--- src/rtl/if_id_decode_reg_if.sv ---
`default_nettype none
// +-----------------------------------------------------------------------------
// | if_id_decode_reg_if : Fetch->Decode bus (fetch/hazard inputs, decode outputs)
// | Rev 1.0
// +-----------------------------------------------------------------------------
interface if_id_decode_reg_if #(
  parameter int XLEN = 32
);
  logic [31:0]     InstrF;
  logic [XLEN-1:0] PCF;
  logic [XLEN-1:0] PCPlus4F;
  logic            ValidF;
  logic            StallD;
  logic            FlushD;

  logic [31:0]     InstrD;
  logic [XLEN-1:0] PCD;
  logic [XLEN-1:0] PCPlus4D;
  logic            ValidD;
  logic [2:0]      ImmSrcD;
  logic [24:0]     ImmDataD;
  logic [4:0]      Rs1D;
  logic [4:0]      Rs2D;
  logic [4:0]      RdD;
  logic            IllegalD;

  modport master (
    output InstrF, PCF, PCPlus4F, ValidF, StallD, FlushD,
    input  InstrD, PCD, PCPlus4D, ValidD, ImmSrcD, ImmDataD,
           Rs1D, Rs2D, RdD, IllegalD
  );

  modport slave (
    input  InstrF, PCF, PCPlus4F, ValidF, StallD, FlushD,
    output InstrD, PCD, PCPlus4D, ValidD, ImmSrcD, ImmDataD,
           Rs1D, Rs2D, RdD, IllegalD
  );
endinterface
`default_nettype wire

--- src/rtl/if_id_decode_reg.sv ---
`default_nettype none
// +-----------------------------------------------------------------------------
// | if_id_decode_reg : IF/ID pipeline register with stall, flush and imm decode
// | Rev 1.0
// +-----------------------------------------------------------------------------
module if_id_decode_reg #(
  parameter int          XLEN      = 32,
  parameter logic [31:0] NOP_INSTR = 32'h00000013
) (
  input  wire logic         clk,
  input  wire logic         rst_n,
  if_id_decode_reg_if.slave bus
);

  localparam logic [6:0] c_OP_LOAD   = 7'b0000011;
  localparam logic [6:0] c_OP_JALR   = 7'b1100111;
  localparam logic [6:0] c_OP_IMM    = 7'b0010011;
  localparam logic [6:0] c_OP_STORE  = 7'b0100011;
  localparam logic [6:0] c_OP_BRANCH = 7'b1100011;
  localparam logic [6:0] c_OP_JAL    = 7'b1101111;
  localparam logic [6:0] c_OP_LUI    = 7'b0110111;
  localparam logic [6:0] c_OP_AUIPC  = 7'b0010111;
  localparam logic [6:0] c_OP_RTYPE  = 7'b0110011;

  logic [31:0]     instr_q,   instr_d;
  logic [XLEN-1:0] pc_q,      pc_d;
  logic [XLEN-1:0] pcplus4_q, pcplus4_d;
  logic            valid_q,   valid_d;

  // Flush beats stall: a squashed instruction must never be held in Decode.
  always_comb begin
    instr_d   = instr_q;
    pc_d      = pc_q;
    pcplus4_d = pcplus4_q;
    valid_d   = valid_q;
    if (bus.FlushD) begin
      instr_d   = NOP_INSTR;
      pc_d      = '0;
      pcplus4_d = '0;
      valid_d   = 1'b0;
    end else if (!bus.StallD) begin
      instr_d   = bus.InstrF;
      pc_d      = bus.PCF;
      pcplus4_d = bus.PCPlus4F;
      valid_d   = bus.ValidF;
    end
  end

  always_ff @(posedge clk or negedge rst_n) begin
    if (!rst_n) begin
      instr_q   <= NOP_INSTR;
      pc_q      <= '0;
      pcplus4_q <= '0;
      valid_q   <= 1'b0;
    end else begin
      instr_q   <= instr_d;
      pc_q      <= pc_d;
      pcplus4_q <= pcplus4_d;
      valid_q   <= valid_d;
    end
  end

  logic [6:0] w_opcode;
  logic [2:0] w_funct3;
  logic       w_f7b5;
  logic [2:0] w_imm_src;
  logic       w_unsupported;

  assign w_opcode = instr_q[6:0];
  assign w_funct3 = instr_q[14:12];
  assign w_f7b5   = instr_q[30];

  always_comb begin
    w_imm_src     = 3'b111;
    w_unsupported = 1'b0;
    case (w_opcode)
      c_OP_LOAD, c_OP_JALR: w_imm_src = 3'b000;
      c_OP_IMM: begin
        if (w_funct3 == 3'b001)
          w_imm_src = 3'b110;
        else if (w_funct3 == 3'b101)
          w_imm_src = w_f7b5 ? 3'b101 : 3'b110;
        else
          w_imm_src = 3'b000;
      end
      c_OP_STORE:           w_imm_src = 3'b001;
      c_OP_BRANCH:          w_imm_src = 3'b010;
      c_OP_JAL:             w_imm_src = 3'b011;
      c_OP_LUI, c_OP_AUIPC: w_imm_src = 3'b100;
      c_OP_RTYPE:           w_imm_src = 3'b111;
      default: begin
        w_imm_src     = 3'b111;
        w_unsupported = 1'b1;
      end
    endcase
  end

  assign bus.InstrD   = instr_q;
  assign bus.PCD      = pc_q;
  assign bus.PCPlus4D = pcplus4_q;
  assign bus.ValidD   = valid_q;
  assign bus.ImmSrcD  = w_imm_src;
  assign bus.ImmDataD = instr_q[31:7];
  assign bus.Rs1D     = instr_q[19:15];
  assign bus.Rs2D     = instr_q[24:20];
  assign bus.RdD      = instr_q[11:7];
  // Bubbles carry no instruction, so they can never be flagged illegal.
  assign bus.IllegalD = valid_q & w_unsupported;

endmodule
`default_nettype wire
--- src/flat_wrapper.sv ---
// flat-port wrapper written by rule: the top's interface ports become plain ports
module if_id_decode_reg_flat 
#(
  parameter int          XLEN      = 32,
  parameter logic [31:0] NOP_INSTR = 32'h00000013
)
  (clk, rst_n, bus_InstrF, bus_PCF, bus_PCPlus4F, bus_ValidF, bus_StallD, bus_FlushD, bus_InstrD, bus_PCD, bus_PCPlus4D, bus_ValidD, bus_ImmSrcD, bus_ImmDataD, bus_Rs1D, bus_Rs2D, bus_RdD, bus_IllegalD);
  if_id_decode_reg_if #(.XLEN(XLEN)) bus_i ();
  input  wire logic clk;
  input  wire logic rst_n;
  input wire logic [$bits(bus_i.InstrF)-1:0] bus_InstrF;
  input wire logic [$bits(bus_i.PCF)-1:0] bus_PCF;
  input wire logic [$bits(bus_i.PCPlus4F)-1:0] bus_PCPlus4F;
  input wire logic [$bits(bus_i.ValidF)-1:0] bus_ValidF;
  input wire logic [$bits(bus_i.StallD)-1:0] bus_StallD;
  input wire logic [$bits(bus_i.FlushD)-1:0] bus_FlushD;
  output wire logic [$bits(bus_i.InstrD)-1:0] bus_InstrD;
  output wire logic [$bits(bus_i.PCD)-1:0] bus_PCD;
  output wire logic [$bits(bus_i.PCPlus4D)-1:0] bus_PCPlus4D;
  output wire logic [$bits(bus_i.ValidD)-1:0] bus_ValidD;
  output wire logic [$bits(bus_i.ImmSrcD)-1:0] bus_ImmSrcD;
  output wire logic [$bits(bus_i.ImmDataD)-1:0] bus_ImmDataD;
  output wire logic [$bits(bus_i.Rs1D)-1:0] bus_Rs1D;
  output wire logic [$bits(bus_i.Rs2D)-1:0] bus_Rs2D;
  output wire logic [$bits(bus_i.RdD)-1:0] bus_RdD;
  output wire logic [$bits(bus_i.IllegalD)-1:0] bus_IllegalD;
  assign bus_i.InstrF = bus_InstrF;
  assign bus_i.PCF = bus_PCF;
  assign bus_i.PCPlus4F = bus_PCPlus4F;
  assign bus_i.ValidF = bus_ValidF;
  assign bus_i.StallD = bus_StallD;
  assign bus_i.FlushD = bus_FlushD;
  assign bus_InstrD = bus_i.InstrD;
  assign bus_PCD = bus_i.PCD;
  assign bus_PCPlus4D = bus_i.PCPlus4D;
  assign bus_ValidD = bus_i.ValidD;
  assign bus_ImmSrcD = bus_i.ImmSrcD;
  assign bus_ImmDataD = bus_i.ImmDataD;
  assign bus_Rs1D = bus_i.Rs1D;
  assign bus_Rs2D = bus_i.Rs2D;
  assign bus_RdD = bus_i.RdD;
  assign bus_IllegalD = bus_i.IllegalD;
  if_id_decode_reg #(.XLEN(XLEN), .NOP_INSTR(NOP_INSTR)) u_core (.clk(clk), .rst_n(rst_n), .bus(bus_i));
endmodule
--- config.mk ---
export PLATFORM = sky130hd
export DESIGN_NAME = if_id_decode_reg_flat
export DESIGN_NICKNAME = d
export VERILOG_FILES = /design/src/rtl/if_id_decode_reg_if.sv /design/src/rtl/if_id_decode_reg.sv /design/src/flat_wrapper.sv
export SDC_FILE = /design/constraint.sdc
export NUM_CORES = 1
export LEC_CHECK = 0
export CAP_MARGIN = 20
export CORE_MARGIN = 10
export CORE_UTILIZATION = 30
export DETAILED_ROUTE_END_ITERATION = 7
export SYNTH_ARGS = -nofsm -noshare
export SYNTH_HDL_FRONTEND = slang
export SYNTH_SLANG_ARGS = --single-unit
export TNS_END_PERCENT = 100
--- constraint.sdc ---
create_clock -name clk -period 1.57 [get_ports clk]
set_clock_uncertainty 0.1 [all_clocks]
set_input_delay 0.157 -clock clk [delete_from_list [all_inputs] [get_ports clk]]
set_output_delay 0.157 -clock clk [all_outputs]
set_load 0.01 [all_outputs]
==> flow_results.xml, run 1 <==
<?xml version="1.0" encoding="UTF-8"?>
<metrics>
  <group name="outcome">
    <metric name="status" unit="">finished, violations left</metric>
    <metric name="violations" unit="">negative setup slack</metric>
  </group>
  <group name="place">
    <metric name="port_buffers" unit="">241</metric>
    <metric name="worst_slack_after_detailed_placement" unit="ps">-445</metric>
    <metric name="finalWeightedCongestion" unit="">0.807</metric>
    <metric name="place.detailed.hpwl" unit="um">10900</metric>
    <metric name="post-place-cells" unit="">762</metric>
    <metric name="placed_area" unit="sq um">6840</metric>
  </group>
  <group name="drt">
    <metric name="routed_via_density" unit="">4.45</metric>
    <metric name="m1WireLength" unit="um">5650</metric>
    <metric name="drt_wl_total" unit="um">14300</metric>
    <metric name="route.met3.wl" unit="um">1510</metric>
    <metric name="drt_pass1_iterations" unit="">4</metric>
    <metric name="post-route-drc-count" unit="">0</metric>
    <metric name="dr.max_layer_used" unit="">met5</metric>
    <metric name="drt_iter0_markers" unit="">103</metric>
    <metric name="routed-wl-met2" unit="um">6910</metric>
    <metric name="ant_nets" unit="">0</metric>
    <metric name="routedWlPerCell" unit="um">18.2</metric>
    <metric name="detailroute.via_count" unit="">3490</metric>
  </group>
  <group name="clock_network">
    <metric name="cts_num_sinks" unit="">97</metric>
    <metric name="ctsHtreeMaxLevel" unit="">3</metric>
    <metric name="cts_root_buf" unit="">clkbuf_16</metric>
    <metric name="number_of_clock_buffers_inserted_by_tritoncts" unit="">9</metric>
    <metric name="clock_tree.buffer_depth" unit="">2</metric>
    <metric name="insertion_delay" unit="ps">340</metric>
    <metric name="cts.clk_slew.worst_paths" unit="ps">70</metric>
    <metric name="cts_tree" unit="">yes</metric>
  </group>
  <group name="floorplanning">
    <metric name="die-area" unit="sq um">20000</metric>
    <metric name="die-width" unit="um">141</metric>
    <metric name="floorplan_core_area" unit="sq um">14500</metric>
    <metric name="vertical_die_dimension" unit="um">141</metric>
    <metric name="floorplan.io_pins" unit="">242</metric>
    <metric name="initial_utilization" unit="">0.305</metric>
    <metric name="cell_row_count" unit="">44</metric>
  </group>
  <group name="timing">
    <metric name="final_min_period_over_clock_period" unit="">1.23</metric>
    <metric name="final_setup_margin" unit="ps">-368</metric>
    <metric name="finalSetupTns" unit="ps">-1350</metric>
    <metric name="finalSetupViolations" unit="">4</metric>
    <metric name="fmax" unit="MHz">516</metric>
    <metric name="finalWorstPathRequiredPeriod" unit="ps">1940</metric>
    <metric name="worst_slew_margin_rel" unit="">0.644</metric>
    <metric name="grt_setup_unrepaired" unit="">yes</metric>
    <metric name="drv_slew" unit="">0</metric>
    <metric name="timing.final.hold_violations" unit="">0</metric>
    <metric name="worst_hold_slack" unit="ps">27.4</metric>
    <metric name="worst_pin_slew" unit="ps">533</metric>
  </group>
  <group name="worst_setup_path">
    <metric name="worst-r2r-cell-count" unit="">4</metric>
    <metric name="path_class" unit="">flop to output port</metric>
    <metric name="worst_flop_to_flop_path_startpoint" unit="">u_core.bus.InstrD[5]</metric>
    <metric name="cp.arrival" unit="ps">1680</metric>
    <metric name="r2r_slack" unit="ps">470</metric>
    <metric name="crit_path_end_kind" unit="">output port</metric>
    <metric name="cp_max_fo" unit="">3</metric>
    <metric name="timing.critical_path.required" unit="ps">1310</metric>
    <metric name="critical_path.startpoint_type" unit="">flop</metric>
    <metric name="r2r-end" unit="">u_core.bus.InstrD[5]</metric>
  </group>
  <group name="final_layout">
    <metric name="antenna_diode_count" unit="">0</metric>
    <metric name="layout.cells.most_common_list" unit="">clkdlybuf4s50_1, mux2i_1, nor2_1</metric>
    <metric name="final_cell_count_no_fill" unit="">784</metric>
    <metric name="finalInstanceArea" unit="sq um">7230</metric>
    <metric name="utilization" unit="">0.500</metric>
    <metric name="num-fill-cells" unit="">1324</metric>
    <metric name="layout.nets" unit="">696</metric>
    <metric name="ratio_of_cells_with_drive_above_1_in_the_final_layout" unit="">0.113</metric>
    <metric name="area_delta_synth_final" unit="%">63.5</metric>
    <metric name="layout_commonest_cell" unit="">clkdlybuf4s50_1</metric>
  </group>
  <group name="global_routing">
    <metric name="grt_use_total" unit="">0.137</metric>
    <metric name="via_count_of_the_first_global_routing_pass" unit="">3801</metric>
    <metric name="overflow" unit="">0</metric>
    <metric name="maximum_number_of_pins_on_one_net_before_global_route_repair" unit="">98</metric>
    <metric name="antenna_found_initial" unit="">2</metric>
    <metric name="wire_length_of_the_first_global_routing_pass" unit="um">22000</metric>
  </group>
  <group name="worst_hold_path">
    <metric name="hp-class" unit="">input pin to flop</metric>
    <metric name="hold_path.startpoint" unit="">bus_FlushD</metric>
    <metric name="whs_path_depth" unit="">2</metric>
    <metric name="timing.hold.worst_endpoint" unit="">u_core.bus.PCD[1]</metric>
  </group>
  <group name="logic_synthesis">
    <metric name="postSynthNetCount" unit="">480</metric>
    <metric name="synth_top_family_by_area" unit="">multiplexers</metric>
    <metric name="post_synth_mux_area_share" unit="">0.216</metric>
    <metric name="synth.distinct_cells" unit="">30</metric>
    <metric name="yosys.area_share.xor_xnor" unit="">0</metric>
    <metric name="synth.ff_latch_count" unit="">97</metric>
    <metric name="synth_sequential_area_ratio" unit="">0.550</metric>
    <metric name="synthesis.instances" unit="">379</metric>
    <metric name="synth_compound_gate_area_share" unit="">0.0229</metric>
    <metric name="synth_simple_gate_area_share" unit="">0.107</metric>
    <metric name="yosys_warnings" unit="">0</metric>
    <metric name="post_synth.cell_area_avg" unit="sq um">11.7</metric>
    <metric name="synth_adder_area_share" unit="">0</metric>
    <metric name="syn-cell-area" unit="sq um">4420</metric>
  </group>
  <group name="power_and_ir_drop">
    <metric name="fin_total_pwr" unit="mW">6.30</metric>
    <metric name="leakage" unit="nW">3.95</metric>
    <metric name="p_per_area" unit="nW/um^2">871</metric>
    <metric name="vdd_ir_drop_max" unit="mV">0.626</metric>
  </group>
  <group name="flow_run">
    <metric name="drv.max_cap_violation_count" unit="">0</metric>
  </group>
</metrics>
[flip-flops by register name, summed over array words and instances, names as in the netlist]
register	flops
u_core.bus.ValidD	1
u_core.bus.InstrD	32
u_core.bus.PCPlus4D	32
u_core.bus.PCD	32
[area by class of cell]
type,instances,area (sq um),area share
clock buffer,10,229,0.0317
inverter,2,7.51,0.00104
sequential,97,2430,0.337
multi-input combinational,216,1570,0.216
tap,184,230,0.0318
clock inverter,6,72.6,0.0100
timing repair buffer,269,2690,0.372
[worst max path at each step]
stage,start,endpoint,slack [ps],cells after the start
CTS,u_core.bus.InstrD[5],bus_ImmSrcD[2],-420,4
finish,u_core.bus.InstrD[5],bus_ImmSrcD[2],-370,4
global placement,u_core.bus.InstrD[4],bus_IllegalD,-400,4
floorplan,u_core.bus.InstrD[6],bus_ImmSrcD[2],50,4
global route,u_core.bus.InstrD[5],bus_ImmSrcD[2],-470,4
detailed placement,u_core.bus.InstrD[4],bus_ImmSrcD[1],-450,4
[cells by family after synthesis]
family,after synthesis
buffers and inverters,66
flip-flops,97
multiplexers,95
AND/OR/NAND/NOR,111
AO/OA/AOI/OAI,10
[routing by layer]
metal | up-vias | track usage
met1 | 1677 | 0.154
met2 | 146 | 0.226
li1 | 1651 | -
met5 | - | 0
met3 | 14 | 0.0671
met4 | 2 | 0.0409
[report_power, final]
part | internal, mW | switching [mW]
clock | 1.26 | 1.00
sequential | 2.64 | 0.0929
combinational | 0.750 | 0.554
total | 4.65 | 1.65
[cell usage after synthesis]
master / count / area (sq um)
dfrtp_1: 94 / 2350
mux2i_1: 94 / 941
nor2_1: 94 / 353
buf_4: 41 / 308
buf_2: 9 / 45.0
clkbuf_1: 9 / 33.8
buf_6: 4 / 45.0
a211o_1: 3 / 26.3
dfstp_2: 3 / 78.8
nor2b_1: 3 / 18.8
and2_1: 2 / 12.5
inv_1: 2 / 7.51
nand3_1: 2 / 10.0
nand4_1: 2 / 12.5
o2111ai_1: 2 / 17.5
a211o_2: 1 / 10.0
a21boi_1: 1 / 7.51
a31oi_1: 1 / 6.26
and3_2: 1 / 7.51
and3b_1: 1 / 8.76
buf_12: 1 / 20.0
mux2_4: 1 / 15.0
nand3b_1: 1 / 7.51
nand4b_1: 1 / 8.76
nand4bb_1: 1 / 11.3
nor3_1: 1 / 5.00
nor3b_1: 1 / 7.51
nor3b_2: 1 / 12.5
o211ai_1: 1 / 7.51
o311ai_4: 1 / 26.3
[what timing repair did]
| action | 4_1_cts | 5_1_grt |
|---|---|---|
| pin swaps | 5 | 2 |
| hold buffers | 1 | 0 |
| gates resized for setup | 67 | 41 |
| endpoints found under the hold margin | 94 | 0 |
| cloned | 0 | 0 |
| endpoints found under the setup margin | 44 | 41 |
| buffers inserted | 5 | 0 |
[critical path, cell delays in order, from the launching register on]
cell and delay [ps]:
dfrtp_2 430, mux2_4 310, o311ai_4 280, o2111ai_2 150, buf_2 170
(Power assumes the default switching activity.)
==> inputs of run 2 (changes only) <==
--- a/config.mk
+++ b/config.mk
@@ -9,6 +9,7 @@
 export CORE_MARGIN = 10
 export CORE_UTILIZATION = 30
 export DETAILED_ROUTE_END_ITERATION = 7
+export RECOVER_POWER = 25
 export SYNTH_ARGS = -nofsm -noshare
 export SYNTH_HDL_FRONTEND = slang
 export SYNTH_SLANG_ARGS = --single-unit
==> run 2 against run 1 <==
Compared with the run above:
- the run still ends with negative setup slack left
- final cell count unchanged
- count of clock-buffer cells in the layout did not move
- register-to-register slack about the same
- via count shrank 0.11%
- die area unchanged
- worst setup slack got worse by 0.51 ps
- non-clock buffer count unchanged
- combinational power is essentially flat
- sequential share of layout area increased by 0.22 points
- clock power hardly changed
- core utilization fell by 0.33 points
- highest routed layer unchanged
- first-iteration DRC count grew 21%
==> flow_results.xml, run 2 (synthesis results as in run 1) <==
<?xml version="1.0" encoding="UTF-8"?>
<metrics>
  <group name="worst_setup_path">
    <metric name="worst-path-buf-inv" unit="">1</metric>
    <metric name="cp.arrival" unit="ps">1680</metric>
    <metric name="path_class" unit="">flop to output port</metric>
    <metric name="timing.critical_path.required" unit="ps">1310</metric>
    <metric name="critical-path-slowest-cell" unit="">dfrtp_2</metric>
    <metric name="path_cells" unit="">mux2_4, o311ai_4, o2111ai_2, buf_2</metric>
    <metric name="critical_path.startpoint_type" unit="">flop</metric>
    <metric name="critPathTopFamily" unit="">compound AO/OA/AOI/OAI gates</metric>
    <metric name="crit_path_end_kind" unit="">output port</metric>
    <metric name="cp_max_fo" unit="">3</metric>
    <metric name="slowest_delay" unit="ps">430</metric>
  </group>
  <group name="place">
    <metric name="port_buffers" unit="">241</metric>
    <metric name="place.detailed.hpwl" unit="um">10900</metric>
    <metric name="worst_slack_after_detailed_placement" unit="ps">-445</metric>
    <metric name="finalWeightedCongestion" unit="">0.807</metric>
    <metric name="placed_area" unit="sq um">6840</metric>
  </group>
  <group name="floorplanning">
    <metric name="die-area" unit="sq um">20000</metric>
    <metric name="floorplan_core_area" unit="sq um">14500</metric>
    <metric name="vertical_die_dimension" unit="um">141</metric>
    <metric name="die-width" unit="um">141</metric>
    <metric name="cell_row_count" unit="">44</metric>
    <metric name="floorplan.io_pins" unit="">242</metric>
    <metric name="initial_utilization" unit="">0.305</metric>
  </group>
  <group name="timing">
    <metric name="finalWorstPathRequiredPeriod" unit="ps">1940</metric>
    <metric name="final_setup_margin" unit="ps">-368</metric>
    <metric name="worst_pin_slew" unit="ps">581</metric>
    <metric name="timing.final.hold_violations" unit="">0</metric>
    <metric name="fmax" unit="MHz">516</metric>
    <metric name="worst_slew_margin_rel" unit="">0.613</metric>
    <metric name="drv_slew" unit="">0</metric>
    <metric name="finalSetupViolations" unit="">4</metric>
    <metric name="final_min_period_over_clock_period" unit="">1.23</metric>
    <metric name="grt_setup_unrepaired" unit="">yes</metric>
  </group>
  <group name="clock_network">
    <metric name="ctsHtreeMaxLevel" unit="">3</metric>
    <metric name="cts_tree" unit="">yes</metric>
    <metric name="cts_root_buf" unit="">clkbuf_16</metric>
    <metric name="clock_tree.buffer_depth" unit="">2</metric>
    <metric name="number_of_clock_buffers_inserted_by_tritoncts" unit="">9</metric>
    <metric name="cts.clk_slew.worst_paths" unit="ps">70</metric>
    <metric name="cts_num_sinks" unit="">97</metric>
    <metric name="insertion_delay" unit="ps">330</metric>
  </group>
  <group name="worst_hold_path">
    <metric name="hp-class" unit="">input pin to flop</metric>
  </group>
  <group name="power_and_ir_drop">
    <metric name="p_per_area" unit="nW/um^2">874</metric>
    <metric name="vdd_ir_drop_max" unit="mV">0.625</metric>
    <metric name="leakage" unit="nW">3.93</metric>
  </group>
  <group name="final_layout">
    <metric name="num-fill-cells" unit="">1327</metric>
    <metric name="regArea" unit="sq um">2430</metric>
    <metric name="area_of_the_multi_input_gates" unit="sq um">1570</metric>
    <metric name="finalInstanceArea" unit="sq um">7190</metric>
    <metric name="layout.cells.most_common_list" unit="">clkdlybuf4s50_1, mux2i_1, nor2_1</metric>
    <metric name="layout.nets" unit="">696</metric>
    <metric name="layout_commonest_cell" unit="">clkdlybuf4s50_1</metric>
    <metric name="area_delta_synth_final" unit="%">62.5</metric>
    <metric name="ratio_of_cells_with_drive_above_1_in_the_final_layout" unit="">0.112</metric>
    <metric name="antenna_diode_count" unit="">0</metric>
  </group>
  <group name="global_routing">
    <metric name="maximum_number_of_pins_on_one_net_before_global_route_repair" unit="">98</metric>
    <metric name="wire_length_of_the_first_global_routing_pass" unit="um">22000</metric>
    <metric name="overflow" unit="">0</metric>
    <metric name="antenna_found_initial" unit="">2</metric>
    <metric name="via_count_of_the_first_global_routing_pass" unit="">3801</metric>
    <metric name="grt_use_total" unit="">0.137</metric>
  </group>
  <group name="flow_run">
    <metric name="drv.max_cap_violation_count" unit="">0</metric>
  </group>
  <group name="drt">
    <metric name="drt_wl_total" unit="um">14200</metric>
    <metric name="routed_via_density" unit="">4.45</metric>
    <metric name="ant_nets" unit="">0</metric>
    <metric name="drt_iter0_markers" unit="">125</metric>
    <metric name="routedWlPerCell" unit="um">18.2</metric>
    <metric name="drt_pass1_iterations" unit="">4</metric>
    <metric name="detailroute.via_count" unit="">3486</metric>
    <metric name="post-route-drc-count" unit="">0</metric>
  </group>
  <group name="outcome">
    <metric name="status" unit="">finished, violations left</metric>
    <metric name="violations" unit="">negative setup slack</metric>
  </group>
</metrics>
[run 2: changes by cell type in the layout (fill, tap and decap cells not counted), sizes merged]
cell	previous run	this run
clkbuf	13	18
buf	35	30
[run 2: per-stage QoR]
step                      setup TNS, ps  power, mW  hold slack, ps  utilization  cells
after floorplan                       0       3.34            -239            -    379
after global placement            -1500       4.13             160        0.472    762
after detailed placement          -1670       4.15             167        0.472    762
after CTS                         -1480       6.42            13.3        0.493    784
after global routing              -1670       6.60            35.6        0.496    784
final                             -1350       6.28            27.9        0.496    784
[run 2: timing repair]
action / in CTS / in global routing
hold endpoints to repair: 94 / 0
setup endpoints to repair: 44 / 41
buffers inserted: 5 / 0
hold buffers: 1 / 0
gates resized for setup: 67 / 41
pin swaps: 5 / 2
gates cloned: 0 / 0
[run 2: cell type report]
cell class	instances	area share
Clock inverter	6	0.0101
Tap cell	184	0.0320
Inverter	2	0.00104
Multi-Input combinational cell	216	0.218
Sequential cell	97	0.339
Timing Repair Buffer	269	0.368
Clock buffer	10	0.0319
[run 2: worst paths after layout]
| path | startpoint | endpoint | slack [ps] | depth (start not counted) |
|---|---|---|---|---|
| hold reg to reg | u_core.bus.PCD[31] | u_core.bus.PCD[31] | 430 | 2 |
| hold / removal | bus_FlushD | u_core.bus.PCD[1] | 30 | 2 |
| setup / recovery | u_core.bus.InstrD[5] | bus_ImmSrcD[2] | -370 | 4 |
| min in group asynchronous | rst_n | u_core.bus.PCPlus4D[19] | 310 | 3 |
| setup reg to reg | u_core.bus.InstrD[5] | u_core.bus.InstrD[5] | 470 | 4 |
| max in group asynchronous | rst_n | u_core.bus.InstrD[6] | 610 | 3 |
[run 2: per-layer routing]
layer,track usage,wire (um),up-vias
li1,-,-,1652
met1,0.154,5580,1673
met2,0.226,6960,145
met3,0.0671,1510,14
met4,0.0409,179,2
met5,0,13,-
[run 2: power breakdown]
group / leakage [nW] / internal [mW] / switching [mW] / total, mW
clock: 0.144 / 1.26 / 1.00 / 2.26
combinational: 2.51 / 0.738 / 0.551 / 1.29
sequential: 1.27 / 2.64 / 0.0928 / 2.74
==> inputs of run 3 (changes only) <==
--- a/config.mk
+++ b/config.mk
@@ -5,7 +5,7 @@
 export SDC_FILE = /design/constraint.sdc
 export NUM_CORES = 1
 export LEC_CHECK = 0
-export CAP_MARGIN = 20
+export CAP_MARGIN = 0
 export CORE_MARGIN = 10
 export CORE_UTILIZATION = 30
 export DETAILED_ROUTE_END_ITERATION = 7
==> results of run 3 <==
Final layout, timing and power as in run 2 (identical DEF).
